**config.mk**
```make
export PLATFORM = sky130hd
export DESIGN_NAME = alu_icc_seq
export DESIGN_NICKNAME = d
export VERILOG_FILES = /design/src/rtl/alu_pkg.sv /design/src/rtl/alu_mul_iter.sv /design/src/rtl/alu_icc_seq.sv
export SDC_FILE = /design/constraint.sdc
export NUM_CORES = 1
export LEC_CHECK = 0
export ABC_CLOCK_PERIOD_IN_PS = 8500
export CAP_MARGIN = 20
export CORE_UTILIZATION = 25
export CTS_BUF_LIST = sky130_fd_sc_hd__clkbuf_4
export DETAILED_ROUTE_END_ITERATION = 6
export PLACE_DENSITY_LB_ADDON = 0.08
export REMOVE_ABC_BUFFERS = 1
export SLEW_MARGIN = 0
export SYNTH_ARGS = -nofsm -noshare
export SYNTH_HDL_FRONTEND = slang
export SYNTH_SLANG_ARGS = --single-unit
```
**constraint.sdc**
```tcl
create_clock -name clk -period 8.5 [get_ports clk]
set_input_delay 1.7 -clock clk [delete_from_list [all_inputs] [get_ports clk]]
set_output_delay 1.7 -clock clk [all_outputs]
set_load 0.01 [all_outputs]
```
**src/rtl/alu_pkg.sv**
```systemverilog
// ---------------------------------------------------------------------------
// alu_pkg
//   Shared definitions for the registered ALU (alu_icc_seq) and its iterative
//   multiplier (alu_mul_iter).
//   Contents: opcode field positions, function-code enums for both opcode
//   groups, bit indices into the {N,Z,C,V} condition-code register, and the
//   multiply FSM state enum.
//   Configuration macro: ALU_MUL_EN (consumed by alu_icc_seq, not here).
// ---------------------------------------------------------------------------
package alu_pkg;

  // Opcode layout: [5] group, [4] S (update icc), [3] X (carry-in from icc.C),
  // [2:0] function.
  localparam int OP_GROUP = 5;
  localparam int OP_S     = 4;
  localparam int OP_X     = 3;

  typedef enum logic [2:0] {
    F0_ADD  = 3'b000,
    F0_AND  = 3'b001,
    F0_OR   = 3'b010,
    F0_XOR  = 3'b011,
    F0_SUB  = 3'b100,
    F0_NAND = 3'b101,
    F0_NOR  = 3'b110,
    F0_XNOR = 3'b111
  } func0_e;

  typedef enum logic [2:0] {
    F1_UMUL = 3'b000,
    F1_SMUL = 3'b001,
    F1_RSV2 = 3'b010,
    F1_RSV3 = 3'b011,
    F1_RSV4 = 3'b100,
    F1_SLL  = 3'b101,
    F1_SRL  = 3'b110,
    F1_SRA  = 3'b111
  } func1_e;

  // icc = {N,Z,C,V}
  localparam int ICC_N = 3;
  localparam int ICC_Z = 2;
  localparam int ICC_C = 1;
  localparam int ICC_V = 0;

  typedef enum logic {
    IDLE = 1'b0,
    BUSY = 1'b1
  } state_e;

endpackage

```
**src/rtl/alu_mul_iter.sv**
```systemverilog
// ---------------------------------------------------------------------------
// alu_mul_iter
//   Radix-2 shift-add multiplier, one multiplier bit per cycle, WIDTH cycles.
//   Signed operation multiplies magnitudes and negates the product when the
//   operand signs differ.
//   Ports:
//     clk, rst        clock, asynchronous active-high reset
//     start           load operands; first step happens on the next edge
//     signed_op       1 = signed (SMUL), 0 = unsigned (UMUL)
//     a, b            operands, sampled when start is high
//     done            high during the cycle whose closing edge is the last
//                     step; prod_lo/prod_hi are valid during that cycle
//     prod_lo/prod_hi final product (combinational, qualified by done)
//   Only instantiated when ALU_MUL_EN is defined.
// ---------------------------------------------------------------------------
module alu_mul_iter #(
  parameter int WIDTH = 32
) (
  input  logic             clk,
  input  logic             rst,
  input  logic             start,
  input  logic             signed_op,
  input  logic [WIDTH-1:0] a,
  input  logic [WIDTH-1:0] b,
  output logic             done,
  output logic [WIDTH-1:0] prod_lo,
  output logic [WIDTH-1:0] prod_hi
);

  localparam int CW = $clog2(WIDTH);

  logic [WIDTH-1:0] mcand_q, mcand_d;
  logic [WIDTH-1:0] lo_q, lo_d;      // multiplier, shifted out as product fills in
  logic [WIDTH-1:0] hi_q, hi_d;
  logic [CW-1:0]    cnt_q, cnt_d;
  logic             neg_q, neg_d;
  logic             run_q, run_d;

  logic [WIDTH:0]     add;
  logic [WIDTH-1:0]   step_hi, step_lo;
  logic [2*WIDTH-1:0] prod;

  // NOTE: every signal assigned in always_comb gets a default first, so no
  // path through the block leaves it unassigned and no latch is inferred.
  always_comb begin
    add     = {1'b0, hi_q} + (lo_q[0] ? {1'b0, mcand_q} : '0);
    step_hi = add[WIDTH:1];
    step_lo = {add[0], lo_q[WIDTH-1:1]};
    done    = run_q && (cnt_q == CW'(WIDTH - 1));
    prod    = {step_hi, step_lo};
    if (neg_q) prod = -prod;
    prod_lo = prod[WIDTH-1:0];
    prod_hi = prod[2*WIDTH-1:WIDTH];

    mcand_d = mcand_q;
    lo_d    = lo_q;
    hi_d    = hi_q;
    cnt_d   = cnt_q;
    neg_d   = neg_q;
    run_d   = run_q;

    if (start) begin
      mcand_d = (signed_op && a[WIDTH-1]) ? -a : a;
      lo_d    = (signed_op && b[WIDTH-1]) ? -b : b;
      hi_d    = '0;
      cnt_d   = '0;
      neg_d   = signed_op && (a[WIDTH-1] ^ b[WIDTH-1]);
      run_d   = 1'b1;
    end else if (run_q) begin
      hi_d  = step_hi;
      lo_d  = step_lo;
      cnt_d = cnt_q + 1'b1;
      if (done) run_d = 1'b0;
    end
  end

  // NOTE: state registers use non-blocking assignments so every flop samples
  // the pre-edge value of every other flop, independent of statement order.
  always_ff @(posedge clk or posedge rst) begin
    if (rst) begin
      mcand_q <= '0;
      lo_q    <= '0;
      hi_q    <= '0;
      cnt_q   <= '0;
      neg_q   <= 1'b0;
      run_q   <= 1'b0;
    end else begin
      mcand_q <= mcand_d;
      lo_q    <= lo_d;
      hi_q    <= hi_d;
      cnt_q   <= cnt_d;
      neg_q   <= neg_d;
      run_q   <= run_d;
    end
  end

endmodule

```
**src/rtl/alu_icc_seq.sv**
```systemverilog
// ---------------------------------------------------------------------------
// alu_icc_seq
//   Registered ALU with an internal {N,Z,C,V} condition-code register and a
//   valid/ready input handshake. Single-cycle ops register their result at
//   the accept edge; UMUL/SMUL run on an iterative multiplier for WIDTH
//   cycles and complete WIDTH+1 cycles after accept.
//   Ports:
//     clk, rst            clock, asynchronous active-high reset
//     in_valid/in_ready   operation handshake (accept = in_valid && in_ready)
//     opcode              [5] group, [4] S, [3] X, [2:0] func
//     a, b                operands; shift amount is b[SHW-1:0]
//     out_valid           one-cycle pulse when result is updated
//     result/result_hi    low result / high half of a product (else 0)
//     icc                 {N,Z,C,V}
//     illegal             pulses with out_valid for a reserved opcode
//   Configuration: define ALU_MUL_EN to build UMUL/SMUL and the multiply FSM.
//   Without it those opcodes are reserved, in_ready is tied 1 and result_hi
//   is tied 0.
// ---------------------------------------------------------------------------
module alu_icc_seq
  import alu_pkg::*;
#(
  parameter int         WIDTH   = 32,
  parameter logic [3:0] ICC_RST = 4'b0000
) (
  input  logic             clk,
  input  logic             rst,
  input  logic             in_valid,
  output logic             in_ready,
  input  logic [5:0]       opcode,
  input  logic [WIDTH-1:0] a,
  input  logic [WIDTH-1:0] b,
  output logic             out_valid,
  output logic [WIDTH-1:0] result,
  output logic [WIDTH-1:0] result_hi,
  output logic [3:0]       icc,
  output logic             illegal
);

  localparam int SHW = $clog2(WIDTH);

  logic             grp, s_bit, cin, accept;
  logic [2:0]       func;
  logic [SHW-1:0]   sh;
  logic [WIDTH:0]   sum, diff;
  logic [WIDTH-1:0] sc_res;
  logic             sc_c, sc_v, sc_illegal, is_mul;

  logic [WIDTH-1:0] result_q, result_d;
  logic [WIDTH-1:0] result_hi_d;
  logic [3:0]       icc_q, icc_d;
  logic             out_valid_q, out_valid_d;
  logic             illegal_q, illegal_d;

  assign grp    = opcode[OP_GROUP];
  assign s_bit  = opcode[OP_S];
  assign func   = opcode[2:0];
  assign sh     = b[SHW-1:0];
  assign cin    = opcode[OP_X] & icc_q[ICC_C];
  assign accept = in_valid && in_ready;

  // Single-cycle datapath. Borrow is the top bit of the (WIDTH+1)-bit
  // difference, i.e. set when a < b + cin unsigned.
  always_comb begin
    sum        = {1'b0, a} + {1'b0, b} + {{WIDTH{1'b0}}, cin};
    diff       = {1'b0, a} - {1'b0, b} - {{WIDTH{1'b0}}, cin};
    sc_res     = '0;
    sc_c       = 1'b0;
    sc_v       = 1'b0;
    sc_illegal = 1'b0;
    is_mul     = 1'b0;
    if (!grp) begin
      unique case (func0_e'(func))
        F0_ADD: begin
          sc_res = sum[WIDTH-1:0];
          sc_c   = sum[WIDTH];
          sc_v   = (a[WIDTH-1] == b[WIDTH-1]) && (sum[WIDTH-1] != a[WIDTH-1]);
        end
        F0_SUB: begin
          sc_res = diff[WIDTH-1:0];
          sc_c   = diff[WIDTH];
          sc_v   = (a[WIDTH-1] != b[WIDTH-1]) && (diff[WIDTH-1] != a[WIDTH-1]);
        end
        F0_AND:  sc_res = a & b;
        F0_OR:   sc_res = a | b;
        F0_XOR:  sc_res = a ^ b;
        F0_NAND: sc_res = ~(a & b);
        F0_NOR:  sc_res = ~(a | b);
        F0_XNOR: sc_res = ~(a ^ b);
        default: sc_res = '0;
      endcase
    end else begin
      unique case (func1_e'(func))
        F1_SLL:  sc_res = a << sh;
        F1_SRL:  sc_res = a >> sh;
        F1_SRA:  sc_res = $signed(a) >>> sh;
`ifdef ALU_MUL_EN
        F1_UMUL, F1_SMUL: is_mul = 1'b1;
`endif
        default: sc_illegal = 1'b1;
      endcase
    end
  end

`ifdef ALU_MUL_EN
  state_e           state_q, state_d;
  logic             mul_s_q, mul_s_d;
  logic             mul_start, mul_done;
  logic [WIDTH-1:0] mul_lo, mul_hi;
  logic [WIDTH-1:0] result_hi_q;

  assign mul_start = accept && is_mul;
  assign in_ready  = (state_q == IDLE);
  assign result_hi = result_hi_q;

  alu_mul_iter #(.WIDTH(WIDTH)) u_mul (
    .clk       (clk),
    .rst       (rst),
    .start     (mul_start),
    .signed_op (func[0]),
    .a         (a),
    .b         (b),
    .done      (mul_done),
    .prod_lo   (mul_lo),
    .prod_hi   (mul_hi)
  );
`else
  assign in_ready  = 1'b1;
  assign result_hi = '0;
`endif

  always_comb begin
    result_d    = result_q;
    result_hi_d = '0;
    icc_d       = icc_q;
    out_valid_d = 1'b0;
    illegal_d   = 1'b0;
`ifdef ALU_MUL_EN
    result_hi_d = result_hi_q;
    state_d     = state_q;
    mul_s_d     = mul_s_q;
`endif
    if (accept && !is_mul) begin
      result_d    = sc_illegal ? '0 : sc_res;
      result_hi_d = '0;
      out_valid_d = 1'b1;
      illegal_d   = sc_illegal;
      if (s_bit && !sc_illegal)
        icc_d = {sc_res[WIDTH-1], (sc_res == '0), sc_c, sc_v};
    end
`ifdef ALU_MUL_EN
    if (mul_start) begin
      state_d = BUSY;
      mul_s_d = s_bit;   // flags are written with the product, not at accept
    end
    if (state_q == BUSY && mul_done) begin
      state_d     = IDLE;
      result_d    = mul_lo;
      result_hi_d = mul_hi;
      out_valid_d = 1'b1;
      if (mul_s_q) icc_d = {mul_lo[WIDTH-1], (mul_lo == '0), 1'b0, 1'b0};
    end
`endif
  end

  always_ff @(posedge clk or posedge rst) begin
    if (rst) begin
      result_q    <= '0;
      icc_q       <= ICC_RST;
      out_valid_q <= 1'b0;
      illegal_q   <= 1'b0;
    end else begin
      result_q    <= result_d;
      icc_q       <= icc_d;
      out_valid_q <= out_valid_d;
      illegal_q   <= illegal_d;
    end
  end

`ifdef ALU_MUL_EN
  always_ff @(posedge clk or posedge rst) begin
    if (rst) begin
      state_q     <= IDLE;
      mul_s_q     <= 1'b0;
      result_hi_q <= '0;
    end else begin
      state_q     <= state_d;
      mul_s_q     <= mul_s_d;
      result_hi_q <= result_hi_d;
    end
  end
`endif

  assign result    = result_q;
  assign icc       = icc_q;
  assign out_valid = out_valid_q;
  assign illegal   = illegal_q;

endmodule

```
# After elaboration in Yosys (flattened, before gate mapping)
# Index checks and enable logic that the tools add are counted.
dict set report word_totals {
  regBits 38
  latch_bits 0
  ram_bits 0
  mem_bits_ro 0
  in_bits 73
  out_inout_bits 71
  mem_count 0
}
dict set report classes {
  n_addsub 4
  mul 0
  div 0
  n_lt_le_gt_ge 0
  eq_ne 11
  shifts 3
  muxes 12
  bitwise_logic 7
  n_reduce_logical 8
}
# op n
set ops {}
lappend ops {{case mux 32 bit (8 select lines)} 1}
lappend ops {{inverter 32 bit} 3}
lappend ops {{case mux 32 bit (3 select lines)} 1}
lappend ops {{2-to-1 mux 32 bit} 2}
lappend ops {{adder 32 x 32 -> 33 bit} 1}
lappend ops {{adder 33 x 1 -> 33 bit} 1}
lappend ops {{subtractor 32 x 32 -> 33 bit} 1}
lappend ops {{subtractor 33 x 1 -> 33 bit} 1}
lappend ops {{AND 32 bit} 1}
lappend ops {{logical NOT 32 bit} 1}
lappend ops {{OR 32 bit} 1}
lappend ops {{<< shifter 32 x 5 -> 32 bit} 1}
lappend ops {{>> shifter 32 x 5 -> 32 bit} 1}
lappend ops {{>>> shifter 32 x 5 -> 32 bit} 1}
lappend ops {{XOR 32 bit} 1}
lappend ops {{equality test 3 bit, second input constant} 4}
lappend ops {{equality test 3 x 2 -> 1 bit, second input constant} 2}
lappend ops {{2-to-1 mux 1 bit} 6}
lappend ops {{case mux 1 bit (2 select lines)} 2}
lappend ops {{equality test 3 x 1 -> 1 bit, second input constant} 1}
lappend ops {{logical AND 1 bit} 3}
lappend ops {{logical NOT 3 bit} 1}
lappend ops {{!= test 1 bit} 3}
lappend ops {{OR reduction 3 bit} 1}
lappend ops {{4 further kinds} 4}

# Longest topological paths before layout
dict set report logic_depth {
  depth_word 7
  depth_mapped 20
  ltp_nobuf 16
}

# Least setup slack after synthesis
# OpenSTA, ideal clock, no wires.
dict set report synth_timing {
  kind {input port to flip-flop}
  start {in b[3]}
  end {reg icc_q[2] (netlist: icc[2])}
  t_arrival_ns 5.206
  t_required_ns 8.426
  slack_ns 3.220
  cell_stages 17
  path_buffers 3
  path_cell_list {clkbuf_1 -> inv_1 -> buf_2 -> clkbuf_1 -> ha_1 -> ha_1 -> o211ai_1 -> a211oi_1 -> nor3_2 -> a21oi_1 -> a211o_1 -> a2111o_1 -> o311ai_0 -> o221a_2 -> nor4_2 -> nand3_1 -> o21ai_2}
}
dict set report synth_via {
  elab_chain_len 5
  elab_cells_between_ends 17
}
# element line_no
set synth_rtl {}
lappend synth_rtl {{start: declaration} alu_icc_seq.sv:32} ;# input logic [WIDTH-1:0] b,
lappend synth_rtl {{subtractor 32 x 32 -> 33 bit, or another cell as far along} alu_icc_seq.sv:66} ;# diff = {1'b0, a} - {1'b0, b} - {{WIDTH{1'b0}}, cin};
lappend synth_rtl {{subtractor 33 x 1 -> 33 bit, or another cell as far along} alu_icc_seq.sv:66}
lappend synth_rtl {{case mux 32 bit (8 select lines)} alu_icc_seq.sv:73} ;# unique case (func0_e'(func))
lappend synth_rtl {{2-to-1 mux 32 bit *} alu_icc_seq.sv:72} ;# if (!grp) begin
lappend synth_rtl {{logical NOT 32 bit *} alu_icc_seq.sv:149} ;# icc_d = {sc_res[WIDTH-1], (sc_res == '0), sc_c, sc_v};
lappend synth_rtl {{end signal: assignment} alu_icc_seq.sv:174} ;# icc_q <= icc_d;
lappend synth_rtl {{end: declaration} alu_icc_seq.sv:51} ;# logic [3:0] icc_q, icc_d;
# Mark *: on every way between the ends. The rest lies on a longest branch, timed or not.
# A chain may end at the register's enable or synchronous reset.

# Worst setup path after layout
dict set report layout_timing {
  start {in a[10]}
  end {reg icc_q[2] (netlist: icc[2])}
}
dict set report layout_via {
  elab_chain_len 5
  elab_cells_between_ends 17
}
# element line_no
set layout_rtl {}
lappend layout_rtl {{start: declaration} alu_icc_seq.sv:31} ;# input logic [WIDTH-1:0] a,
lappend layout_rtl {{subtractor 32 x 32 -> 33 bit, or another cell as far along} alu_icc_seq.sv:66}
lappend layout_rtl {{subtractor 33 x 1 -> 33 bit, or another cell as far along} alu_icc_seq.sv:66}
lappend layout_rtl {{case mux 32 bit (8 select lines)} alu_icc_seq.sv:73}
lappend layout_rtl {{2-to-1 mux 32 bit *} alu_icc_seq.sv:72}
lappend layout_rtl {{logical NOT 32 bit *} alu_icc_seq.sv:149}
# Marks and branches as above.

==> impl_metrics.prom <==
# TYPE chip_impl_metric gauge
chip_impl_info{name="outcome",value="complete, no violations"} 1
chip_impl_metric{name="chipWidth",unit="microns"} 224.2
chip_impl_info{name="grt_setup_unrepaired",value="no"} 1
chip_impl_metric{name="detailedPlacementHpwl",unit="microns"} 50350
chip_impl_metric{name="max-clock-path-buffers",unit=""} 2
chip_impl_metric{name="synth_edf_count",unit=""} 0
chip_impl_metric{name="floorplan.rows",unit=""} 81
chip_impl_metric{name="critical_path.max_fanout",unit=""} 8
chip_impl_metric{name="total_leakage_power",unit="nW"} 5.726
chip_impl_metric{name="worst_ir_drop_vdd",unit="V"} 0.00004788
chip_impl_metric{name="finalWeightedCongestion",unit=""} 0.9423
chip_impl_info{name="tritoncts",value="yes"} 1
chip_impl_metric{name="finalWorstSetupSlack",unit="ps"} 2184
chip_impl_metric{name="grt_remaining_overflow",unit=""} 0
chip_impl_metric{name="detail_route.vias_per_cell",unit=""} 5.734
chip_impl_metric{name="detailroute.via_count",unit=""} 13420
chip_impl_metric{name="clk-insertion-delay-late",unit="ps"} 370
chip_impl_metric{name="ys_types",unit=""} 93
chip_impl_metric{name="floorplan.initialDensity",unit="%"} 25.27
chip_impl_metric{name="max_slew.worst_pin.slew",unit="ps"} 1107
chip_impl_info{name="crit_path_start_kind",value="input port"} 1
chip_impl_metric{name="die_y",unit="microns"} 224.2
chip_impl_metric{name="port_buffers",unit=""} 110
chip_impl_metric{name="finalWirelength",unit="microns"} 63670
chip_impl_metric{name="placeableCoreArea",unit="sq um"} 48850
chip_impl_metric{name="detail_routed_net_length_per_standard_cell",unit="microns"} 27.20
chip_impl_metric{name="clock_net_sink_count",unit=""} 38
chip_impl_metric{name="max_clock_freq",unit="GHz"} 0.1583
chip_impl_metric{name="synth_sequential_area_ratio",unit="%"} 7.704
chip_impl_metric{name="setup_viol",unit=""} 0
chip_impl_metric{name="grt_pass1_vias",unit=""} 12680
chip_impl_metric{name="holdWs",unit="ps"} 493.5
chip_impl_metric{name="pin_count",unit=""} 144
chip_impl_info{name="hold_path.class",value="flop to flop"} 1
chip_impl_metric{name="final_min_period_over_clock_period",unit="%"} 74.30
chip_impl_metric{name="syn_area",unit="sq um"} 12340
chip_impl_metric{name="floorplan.die_area",unit="sq um"} 50270
chip_impl_metric{name="maxCapViolations",unit=""} 0
chip_impl_metric{name="antenna_violations_before_repair",unit=""} 1
chip_impl_metric{name="synth_seq_cells",unit=""} 38
chip_impl_metric{name="nNetsFinal",unit=""} 1879
chip_impl_metric{name="cts_resized",unit=""} 0
chip_impl_metric{name="post_drt_antenna_nets",unit=""} 0
chip_impl_metric{name="drt-initial-drc-count",unit=""} 1273
chip_impl_metric{name="post_cts_setup_driven_buffer_insertion_count",unit=""} 0
chip_impl_metric{name="max_clock_skew",unit="ps"} 14.50
chip_impl_info{name="dominant_cells_by_area_after_synthesis",value="sky130_fd_sc_hd__ha_1 (13%), sky130_fd_sc_hd__dfrtp_1 (7.7%), sky130_fd_sc_hd__mux4_2 (7.5%), sky130_fd_sc_hd__mux2i_1 (5.2%), sky130_fd_sc_hd__a21oi_1 (5.0%)"} 1
chip_impl_metric{name="layout_min_cycle_time",unit="ps"} 6316
chip_impl_metric{name="place_worst_setup_slack",unit="ps"} 1857
chip_impl_metric{name="ys_warn_count",unit=""} 0
chip_impl_metric{name="worst-endpoint-arrival",unit="ps"} 6630
chip_impl_metric{name="clock_slew_seen_by_the_registers_of_the_worst_setup_and_hold_paths",unit="ps"} 140
chip_impl_metric{name="final_max_slew_viol_count",unit=""} 0
chip_impl_metric{name="fraction_of_registers_with_async_set_or_reset_after_synthesis",unit="%"} 100.0
chip_impl_info{name="timing_worst_setup_path_type",value="input port to flop"} 1
chip_impl_metric{name="grt.total_usage",unit="%"} 24.90
chip_impl_metric{name="drt_pass1_iterations",unit=""} 7
chip_impl_metric{name="grt_first_pass_wirelength",unit="microns"} 92360
chip_impl_metric{name="final.fill_count",unit=""} 5436
chip_impl_metric{name="drive_above_1_share",unit="%"} 8.294
chip_impl_info{name="synth_area_leader_cell",value="sky130_fd_sc_hd__ha_1"} 1
chip_impl_metric{name="grt_max_degree",unit=""} 52
chip_impl_info{name="ys.flop_type",value="sky130_fd_sc_hd__dfrtp_1"} 1
chip_impl_metric{name="syn_avg_cell_area",unit="sq um"} 7.508
chip_impl_metric{name="layout-area-overhead-vs-synth",unit="%"} 12.73
chip_impl_metric{name="totalNegativeSetupSlack",unit="ps"} 0
chip_impl_metric{name="finalHoldViolations",unit=""} 0
chip_impl_metric{name="synthesis.instances",unit=""} 1644
chip_impl_metric{name="power.density_cell_area",unit="nW/um^2"} 104.7
chip_impl_info{name="endpoint_kind",value="flop"} 1
chip_impl_info{name="cts.root.buffer_cell",value="sky130_fd_sc_hd__clkbuf_4"} 1
chip_impl_metric{name="ctsHtreeMaxLevel",unit=""} 2
chip_impl_metric{name="cp.required",unit="ps"} 8820
chip_impl_metric{name="timing.slew.headroom",unit="%"} 25.42
chip_impl_metric{name="ctsHoldBuffers",unit=""} 0
chip_impl_metric{name="cts-buffers-inserted",unit=""} 5
chip_impl_metric{name="drt_drc_violations_left",unit=""} 0
chip_impl_metric{name="netlist.area_leader.share",unit="%"} 12.87
## through the flow
stage / utilization, % / cells / cell area (sq um) / power (mW)
floorplan: - / 1530 / 11670 / 0.8308
CTS: 28.48 / 2340 / 13910 / 1.445
global placement: 28.26 / 2332 / 13810 / 1.284
detailed placement: 28.26 / 2332 / 13810 / 1.274
finish: 28.48 / 2341 / 13910 / 1.457
global route: 28.48 / 2341 / 13910 / 1.548
## final cells by class
class                   count  area (sq um)  share of cell area (%)
clock buffers               5         37.54                  0.2698
inverters                 118         442.9                   3.183
diodes                      1         2.502                 0.01798
flip-flops and latches     38         950.9                   6.834
repair buffers            138          1294                   9.298
multi-input cells        1374         10290                   73.93
clock inverters             3         68.82                  0.4946
well taps                 664         830.8                   5.971
## Yosys cell counts, types with 10 or more instances
| cell type | number |
|---|---|
| sky130_fd_sc_hd__nand2b_1 | 20 |
| sky130_fd_sc_hd__nand3_1 | 37 |
| sky130_fd_sc_hd__or3_1 | 13 |
| sky130_fd_sc_hd__xnor2_1 | 55 |
| sky130_fd_sc_hd__a211oi_1 | 24 |
| sky130_fd_sc_hd__dfrtp_1 | 38 |
| sky130_fd_sc_hd__o22ai_1 | 23 |
| sky130_fd_sc_hd__clkbuf_1 | 56 |
| sky130_fd_sc_hd__mux2i_1 | 64 |
| sky130_fd_sc_hd__a221oi_1 | 17 |
| sky130_fd_sc_hd__o21ai_0 | 99 |
| sky130_fd_sc_hd__a21o_1 | 29 |
| sky130_fd_sc_hd__ha_1 | 127 |
| sky130_fd_sc_hd__mux2_2 | 28 |
| sky130_fd_sc_hd__o31ai_1 | 10 |
| sky130_fd_sc_hd__nand2_1 | 142 |
| sky130_fd_sc_hd__nand4_1 | 15 |
| sky130_fd_sc_hd__nor2_1 | 143 |
| sky130_fd_sc_hd__nor3_1 | 35 |
| sky130_fd_sc_hd__inv_1 | 115 |
| sky130_fd_sc_hd__buf_4 | 44 |
| sky130_fd_sc_hd__o211ai_1 | 24 |
| sky130_fd_sc_hd__and3_1 | 15 |
| sky130_fd_sc_hd__a31oi_1 | 20 |
| sky130_fd_sc_hd__o21a_1 | 16 |
| sky130_fd_sc_hd__mux4_2 | 41 |
| sky130_fd_sc_hd__xor2_1 | 14 |
| sky130_fd_sc_hd__a21oi_1 | 123 |
| sky130_fd_sc_hd__and2_1 | 16 |
| sky130_fd_sc_hd__buf_2 | 30 |
## kinds of logic (layout without fill, tap and decap cells)
group / Yosys count / after routing / synth area share (%)
AOI/OAI and AO/OA: 515 / 515 / 28.09
buffers and inverters: 263 / 264 / 9.995
other: 2 / 34 / 0.06084
adders and majority gates: 131 / 131 / 13.52
and+or+nand+nor: 481 / 481 / 18.32
xor gates and xnor gates: 69 / 69 / 4.896
DFF: 38 / 38 / 7.704
muxes: 145 / 145 / 17.42
## state kept, by name (all words and copies together), names as in the netlist
signal,cells
result,32
icc,4
illegal,1
out_valid,1
## report_power, final
part	total [mW]	switching (mW)	internal [mW]
logic	1.07	0.670	0.400
registers	0.224	0.0188	0.206
clock network	0.162	0.0703	0.0920
## layer usage
metal / share of wire (%) / vias to the layer above / global-route usage (%)
met5: 0 / - / 0
met3: 5.9 / 41 / 1.771
li1: - / 6090 / -
met2: 44 / 551 / 39.07
met1: 48 / 6741 / 37.43
met4: 1.6 / 0 / 3.950
## final timing paths
kind	from	endpoint	slack, ps	depth (start not counted)
hold reg to reg	result[15]	result[15]	490	1
setup reg to reg	icc[1]	icc[2]	3910	14
min in group asynchronous	rst	result[30]	1740	3
setup / recovery	a[10]	icc[2]	2180	15
max in group asynchronous	rst	result[2]	6380	3
hold / removal	result[15]	result[15]	490	1
## layout by cell type (no fill, tap or decap), drive strengths merged, types with 31 or more instances in the layout
cell type,netlist,routed
nand3,37,37
mux2,31,31
nor3,38,38
inv,116,115
dfrtp,38,38
mux2i,64,64
o21ai,105,105
ha,127,127
conb,2,33
a21oi,125,125
clkdlybuf4s50,0,103
nand2,142,142
nor2,143,143
mux4,50,50
buf,87,35
xnor2,55,55
## worst max-delay path, stage by stage
cell	delay, ps
sky130_fd_sc_hd__clkdlybuf4s50_1	880
sky130_fd_sc_hd__inv_1	160
sky130_fd_sc_hd__ha_1	470
sky130_fd_sc_hd__ha_1	450
sky130_fd_sc_hd__a21oi_1	100
sky130_fd_sc_hd__o21ai_0	480
sky130_fd_sc_hd__a32oi_1	260
sky130_fd_sc_hd__a2111oi_0	670
sky130_fd_sc_hd__or4_1	200
sky130_fd_sc_hd__a32oi_1	100
sky130_fd_sc_hd__nor3_2	510
sky130_fd_sc_hd__nand3_1	180
sky130_fd_sc_hd__nor4_2	180
sky130_fd_sc_hd__nand3_1	140
sky130_fd_sc_hd__o21ai_2	140
No activity file was read; power rests on OpenSTA's default activity.
